--- src/rtl/counter_0_30.sv ---
// BCD up-counter from a loadable preset to LIMIT_DOZENS:LIMIT_UNITS, with start/pause/load control.
// Build option COUNTER_0_30_AUTO_RESTART_EN: wrap to 00 at the limit instead of stopping.
module counter_0_30 #(
   parameter int unsigned LIMIT_DOZENS = 3,
   parameter int unsigned LIMIT_UNITS  = 0
) (
   input  logic       clock,
   input  logic       reset,
   input  logic       tick,
   input  logic       start,
   input  logic       pause,
   input  logic       load,
   input  logic [5:0] preset,
   output logic [1:0] dozens,
   output logic [3:0] units,
   output logic       running,
   output logic       time_up,
   output logic       load_err
);

   localparam logic [1:0] LIM_D = LIMIT_DOZENS[1:0];
   localparam logic [3:0] LIM_U = LIMIT_UNITS[3:0];
   localparam logic [5:0] LIMIT = {LIM_D, LIM_U};

   typedef enum logic [1:0] {IDLE, RUN, PAUSED, DONE} state_t;
   state_t state;

   logic [1:0] inc_dozens;
   logic [3:0] inc_units;
   logic       inc_hit;
   logic       preset_ok;
   logic       preset_lim;

   // With valid units digits, packed BCD orders the same as plain binary.
   always_comb begin
      inc_dozens = dozens;
      inc_units  = units;
      if (units != 4'd9) begin
         inc_units = units + 4'd1;
      end else if (dozens != 2'd3) begin
         inc_units  = '0;
         inc_dozens = dozens + 2'd1;
      end
      inc_hit    = ({inc_dozens, inc_units} == LIMIT);
      preset_ok  = (preset[3:0] <= 4'd9) && (preset <= LIMIT);
      preset_lim = (preset == LIMIT);
   end

   always_ff @(posedge clock) begin
      if (reset) begin
         state    <= IDLE;
         dozens   <= '0;
         units    <= '0;
         running  <= 1'b0;
         time_up  <= 1'b0;
         load_err <= 1'b0;
      end else begin
         load_err <= 1'b0;
         time_up  <= ({dozens, units} == LIMIT);
         if (load) begin
            if (preset_ok) begin
               dozens  <= preset[5:4];
               units   <= preset[3:0];
               state   <= preset_lim ? DONE : IDLE;
               running <= 1'b0;
               time_up <= preset_lim;
            end else begin
               load_err <= 1'b1;
            end
         end else if (pause) begin
            if (state == RUN) begin
               state   <= PAUSED;
               running <= 1'b0;
            end
         end else if (start && state != RUN) begin
            if (state == DONE) begin
               dozens  <= '0;
               units   <= '0;
               time_up <= (LIMIT == 6'd0);
            end
            state   <= RUN;
            running <= 1'b1;
         end else if (tick && state == RUN) begin
            if (inc_hit) begin
`ifdef COUNTER_0_30_AUTO_RESTART_EN
               dozens  <= '0;
               units   <= '0;
               time_up <= 1'b1;
`else
               dozens  <= inc_dozens;
               units   <= inc_units;
               state   <= DONE;
               running <= 1'b0;
               time_up <= 1'b1;
`endif
            end else begin
               dozens  <= inc_dozens;
               units   <= inc_units;
               time_up <= 1'b0;
            end
         end
      end
   end

endmodule

--- config.mk ---
export PLATFORM = sky130hd
export DESIGN_NAME = counter_0_30
export DESIGN_NICKNAME = d
export VERILOG_FILES = /design/src/rtl/counter_0_30.sv
export SDC_FILE = /design/constraint.sdc
export NUM_CORES = 1
export LEC_CHECK = 0
export ABC_AREA = 1
export CAP_MARGIN = 10
export CORE_MARGIN = 5
export CORE_UTILIZATION = 44
export DETAILED_ROUTE_END_ITERATION = 12
export PLACE_DENSITY = 0.78
export SYNTH_ARGS = -nofsm -noshare
export SYNTH_HDL_FRONTEND = slang
export SYNTH_SLANG_ARGS = --single-unit
--- constraint.sdc ---
create_clock -name clock -period 2.4 [get_ports clock]
set_clock_uncertainty 0.2 [all_clocks]
set_input_delay 0.24 -clock clock [delete_from_list [all_inputs] [get_ports clock]]
set_output_delay 0.24 -clock clock [all_outputs]
set_load 0.1 [all_outputs]
---- After elaboration in Yosys (flattened, before gate mapping) ----
Cells that the tools add are included.
operators by class
  bitwise logic cells ..................... 1
  reduce and logical (&&, ||, !) cells .... 9
  muxes and demuxes ....................... 39
  add/sub/neg operators ................... 2
  eq/ne operators ......................... 12
  order comparisons ....................... 2
operators by type and width
  cell                 number
  $mux 2               16
  $mux 4               8
  $eq 6x6->1 const B   3
  $mux 1               15
  $reduce_and 4->1     2
  $reduce_bool 4->1    2
  $le 6x6->1 const B   1
  $ne 2x1->1 const B   3
  $add 4x1->4 const B  1
  $le 4x4->1 const B   1
  $ne 4x4->1 const B   1
  $logic_and 1x1->1    3
  $ne 3x1->1 const B   1
  $ne 3x2->1 const B   1
  $reduce_bool 3->1    1
  $add 2x1->2 const B  1
  $eq 2x1->1 const B   1
  $eq 2x2->1 const B   1
  $ne 2x2->1 const B   1
  $reduce_or 2->1      1
  $not 1->1            1
word-level totals
  input port bits ......................... 12
  flip-flop bits (word level) ............. 11

---- Depth between registers and ports, before layout ----
Gate-level depths: netlist (run 1).
  depth after elaboration ................. 9
  depth in mapped cells ................... 14
  mapped depth without buffers ............ 14

---- Worst setup path before layout (run 1) ----
Ideal clock, no wire load.
  kind .................................... register -> register
  start point ............................. register units[1]
  end point ............................... register running
  slack ................................... -0.146 ns
  clock period less this slack ............ 2.546 ns
  library setup time ...................... 0.114 ns
  cell stages (with the launch flop) ...... 13
  buffers on the path ..................... 0
  data arrival time ....................... 2.232 ns
  required time ........................... 2.086 ns
  cell sequence ........................... dfxtp_1 inv_1 ha_1 nand2_2 nor2_4 nand2_1 nand2_1 nor2_4 nand3_2 nand2_4 nand2_2 nor2_1 nor2_2
between the ends
  longest elaborated chain between the ends .. 5
ends and longest elaborated chain
  item                                       line  RTL
  start, declared                            15    output logic [3:0] units,
  start signal, assigned                     63    units <= preset[3:0];
  start signal, assigned                     91    units <= inc_units;
  start signal, assigned                     98    units <= inc_units;
  $add 4x1->4, or another cell as far along  39    inc_units = units + 4'd1;
  $mux 4 or $mux 2 (tied branches)           38    if (units != 4'd9) begin
  $eq 6x6->1 (*)                             44    inc_hit = ({inc_dozens, inc_units} == LIMIT);
  $reduce_bool 4->1 (no line) (*)            n/a
  $reduce_and 4->1 (no line) (*)             n/a
  end signal, assigned                       54    running <= 1'b0;
  end signal, assigned                       65    running <= 1'b0;
  end signal, assigned                       73    running <= 1'b0;
  end, declared                              16    output logic running,
Every way passes the cells marked *; elsewhere a longest branch is shown, timed or not.
A chain may end at the register's enable or synchronous reset.

---- Final worst setup path (run 1) ----
  start point ............................. input port load
  end point ............................... register time_up
between the ends
  longest elaborated chain between the ends .. 1
ends and longest elaborated chain
  item                  line  RTL
  start, declared       12    input logic load,
  $mux 1                60    if (load) begin
  end signal, assigned  59    time_up <= ({dozens, units} == LIMIT);
  end signal, assigned  66    time_up <= preset_lim;
  end signal, assigned  79    time_up <= (LIMIT == 6'd0);
  end, declared         17    output logic time_up,
No other way between the ends.

==> flow_summary.ini, run 1 <==
[grt]
first_global_vias = 862
grt_max_degree = 12
gr-total-overflow = 0
antenna_found_initial = 0
grt_first_pass_wirelength_um = 3705
grt.total_usage = 0.1753

[placement]
globalplace.congestion = 0.8709
dp_cells = 175
post-dp-hpwl_um = 1642
pre_cts_slack_ns = -0.03747
io_buffers = 20

[run_status]
status = complete, no violations

[setup_path]
critical_path.max_fanout = 11
r2r-start = units[1]
reg2reg_to = running
reg2reg_depth = 13
worst_setup_path_start_kind = input port
reg2reg_slack_ns = 0.53
crit_type = in -> reg
crit_required_ns = 2.36
critPathArrivalTime_ns = 2.18
cp-end-kind = register

[timing]
worst_pin_slew_ns = 0.6356
hold_viol = 0
setup_tns_ns = 0
relSlewSlack = 0.5747
min_period_ns = 2.215
fmax_ghz = 0.4514
drv_slew = 0
setup_viol = 0
hold_ws_ns = 0.3388
post-route-period-util = 0.9230
fin_ws_ns = 0.1847
rsz0062_at_grt = false

[worst_hold_path]
min_from = state[1]
holdPathEnd = state[1]
whs_path_depth = 2
hp-class = reg -> reg

[clock_network]
post_cts_resized = 0
clk_latency_ns = 0.27
clockRootBuffer = clkbuf_4
cts.path.max_buffers = 2
ctsHoldBuffers = 0
cts_sinks = 11
cts_buffers = 3
cts_tree = yes
cts_max_level = 1
path_clk_slew_ns = 0.07
cts_setup_buffers = 0

[flow_run]
max_cap_viol_count = 0

[yosys]
yosys.area.top_type = dfxtp_1
syn_inst = 132
syn_area_sq_um = 834.6
ys_warn_count = 0
yosysUniqueCellTypes = 23
yosys_register_bits = 11
seq_area_frac_synth = 0.2639
synth_area_leaders = dfxtp_1 26%, nand2_1 11%, a21oi_1 10%
synth_top_cell_area_share = 0.2639
synth_fp_nets = 147
avgSynthCellArea_sq_um = 6.322

[layout]
multi_input_area_sq_um = 530.5
seq_area_sq_um = 222.7
final_cell_mix = 25 x nand2_1, 18 x nor2_1, 17 x a21oi_1
fillers = 183
drive_above_1_share = 0.1948
layout_commonest_cell = nand2_1
layoutNonFillerInstCount = 179
final_nets = 170
diodes = 0
syn2layout_area_growth_pct = 26.99

[route]
firstDrtPassIters = 4
dr.first_iter.drc_count = 17
vias = 916
drc = 0
wirelength_um = 2107
post_drt_wl_per_cell_um = 11.77
drtAntennaViolNets = 0
routed_via_density = 5.117

[floorplanning]
initial_core_util = 0.4730
die_h_um = 53.55
die_w_um = 53.55
std_cell_rows = 15
io_pins = 21
core_area_sq_um = 1764
fp.dieArea_sq_um = 2868

[pwr]
p_per_area_nw_per_um2 = 575.6
leakagePower_nw = 0.4670
ir_worst_vdd_mv = 0.3938
total_power_uw = 610.0
==> metal layers <==
metal,vias to the layer above,GRT usage,part of all wire
li1,470,-,-
met1,403,0.2441,0.46
met2,38,0.2571,0.45
met3,5,0.04986,0.072
met4,0,0.05957,0.014
met5,-,0,0
==> where the power goes <==
part	switching (mW)	internal [mW]
Sequential	0.0246	0.200
Clock	0.0604	0.0644
Combinational	0.185	0.0758
Total	0.270	0.340
==> sequential cells by signal, summed over array words and instances (netlist names) <==
register	flops
time_up	1
dozens	2
units	4
running	1
state	2
load_err	1
==> synth_stat cells (all sizes together) <==
cell / instances
o21ai: 7
nor3: 1
buf: 2
nand2: 30
a311oi: 1
nand4: 2
dfxtp: 11
inv: 19
a21oi: 18
ha: 3
o211ai: 1
nand3: 13
nor2: 23
xnor2: 1
==> stage by stage <==
| step | instance area [sq um] | utilization |
|---|---|---|
| final | 1060 | 0.6007 |
| after global routing | 1060 | 0.6007 |
| after CTS | 1060 | 0.6007 |
| after detailed placement | 1033 | 0.5858 |
| after global placement | 1033 | 0.5858 |
| after floorplan | 837.1 | - |
==> worst max path at each step <==
stage	start	endpoint	slack [ns]	cells after the start
6_report	load	time_up	0.18	9
5_1_grt	load	dozens[1]	0.02	9
4_1_cts	load	time_up	0.23	9
3_5_place_dp	load	time_up	-0.04	9
3_3_place_gp	load	time_up	0.11	9
2_1_floorplan	units[3]	running	0.13	9
==> final cells by class <==
cell class / instances / area share
multi-input cells: 100 / 0.5006
flip-flops and latches: 11 / 0.2102
repair buffers: 20 / 0.1676
inverters: 19 / 0.06730
well taps: 25 / 0.02952
clock buffers: 4 / 0.02479
==> critical path, cell delays in order <==
cell and delay, ns:
clkdlybuf4s50_1 0.61, inv_2 0.18, nor2_1 0.06, nand2_1 0.08, nand2_1 0.11, nor2_1 0.52
nor2_1 0.13, a21oi_1 0.16, a21oi_1 0.07
==> logic make-up (layout without fill, tap and decap cells) <==
kind of cell,count (synthesis),after routing,synth area share
xor gates and xnor gates,1,1,0.01050
DFF,11,11,0.2639
and+or+nand+nor,69,69,0.3973
adders and majority gates,3,3,0.04498
AOI/OAI and AO/OA,27,27,0.1829
buffers and inverters,21,43,0.1004
No activity file was read; power rests on OpenSTA's default activity.
==> run 2, diff against run 1 <==
--- a/config.mk
+++ b/config.mk
@@ -10,6 +10,7 @@
 export CORE_MARGIN = 5
 export CORE_UTILIZATION = 44
 export DETAILED_ROUTE_END_ITERATION = 12
+export HOLD_SLACK_MARGIN = 0.03
 export PLACE_DENSITY = 0.78
 export SYNTH_ARGS = -nofsm -noshare
 export SYNTH_HDL_FRONTEND = slang
==> results of run 2 <==
The final DEF is identical to that of run 1; final timing and power are the same.
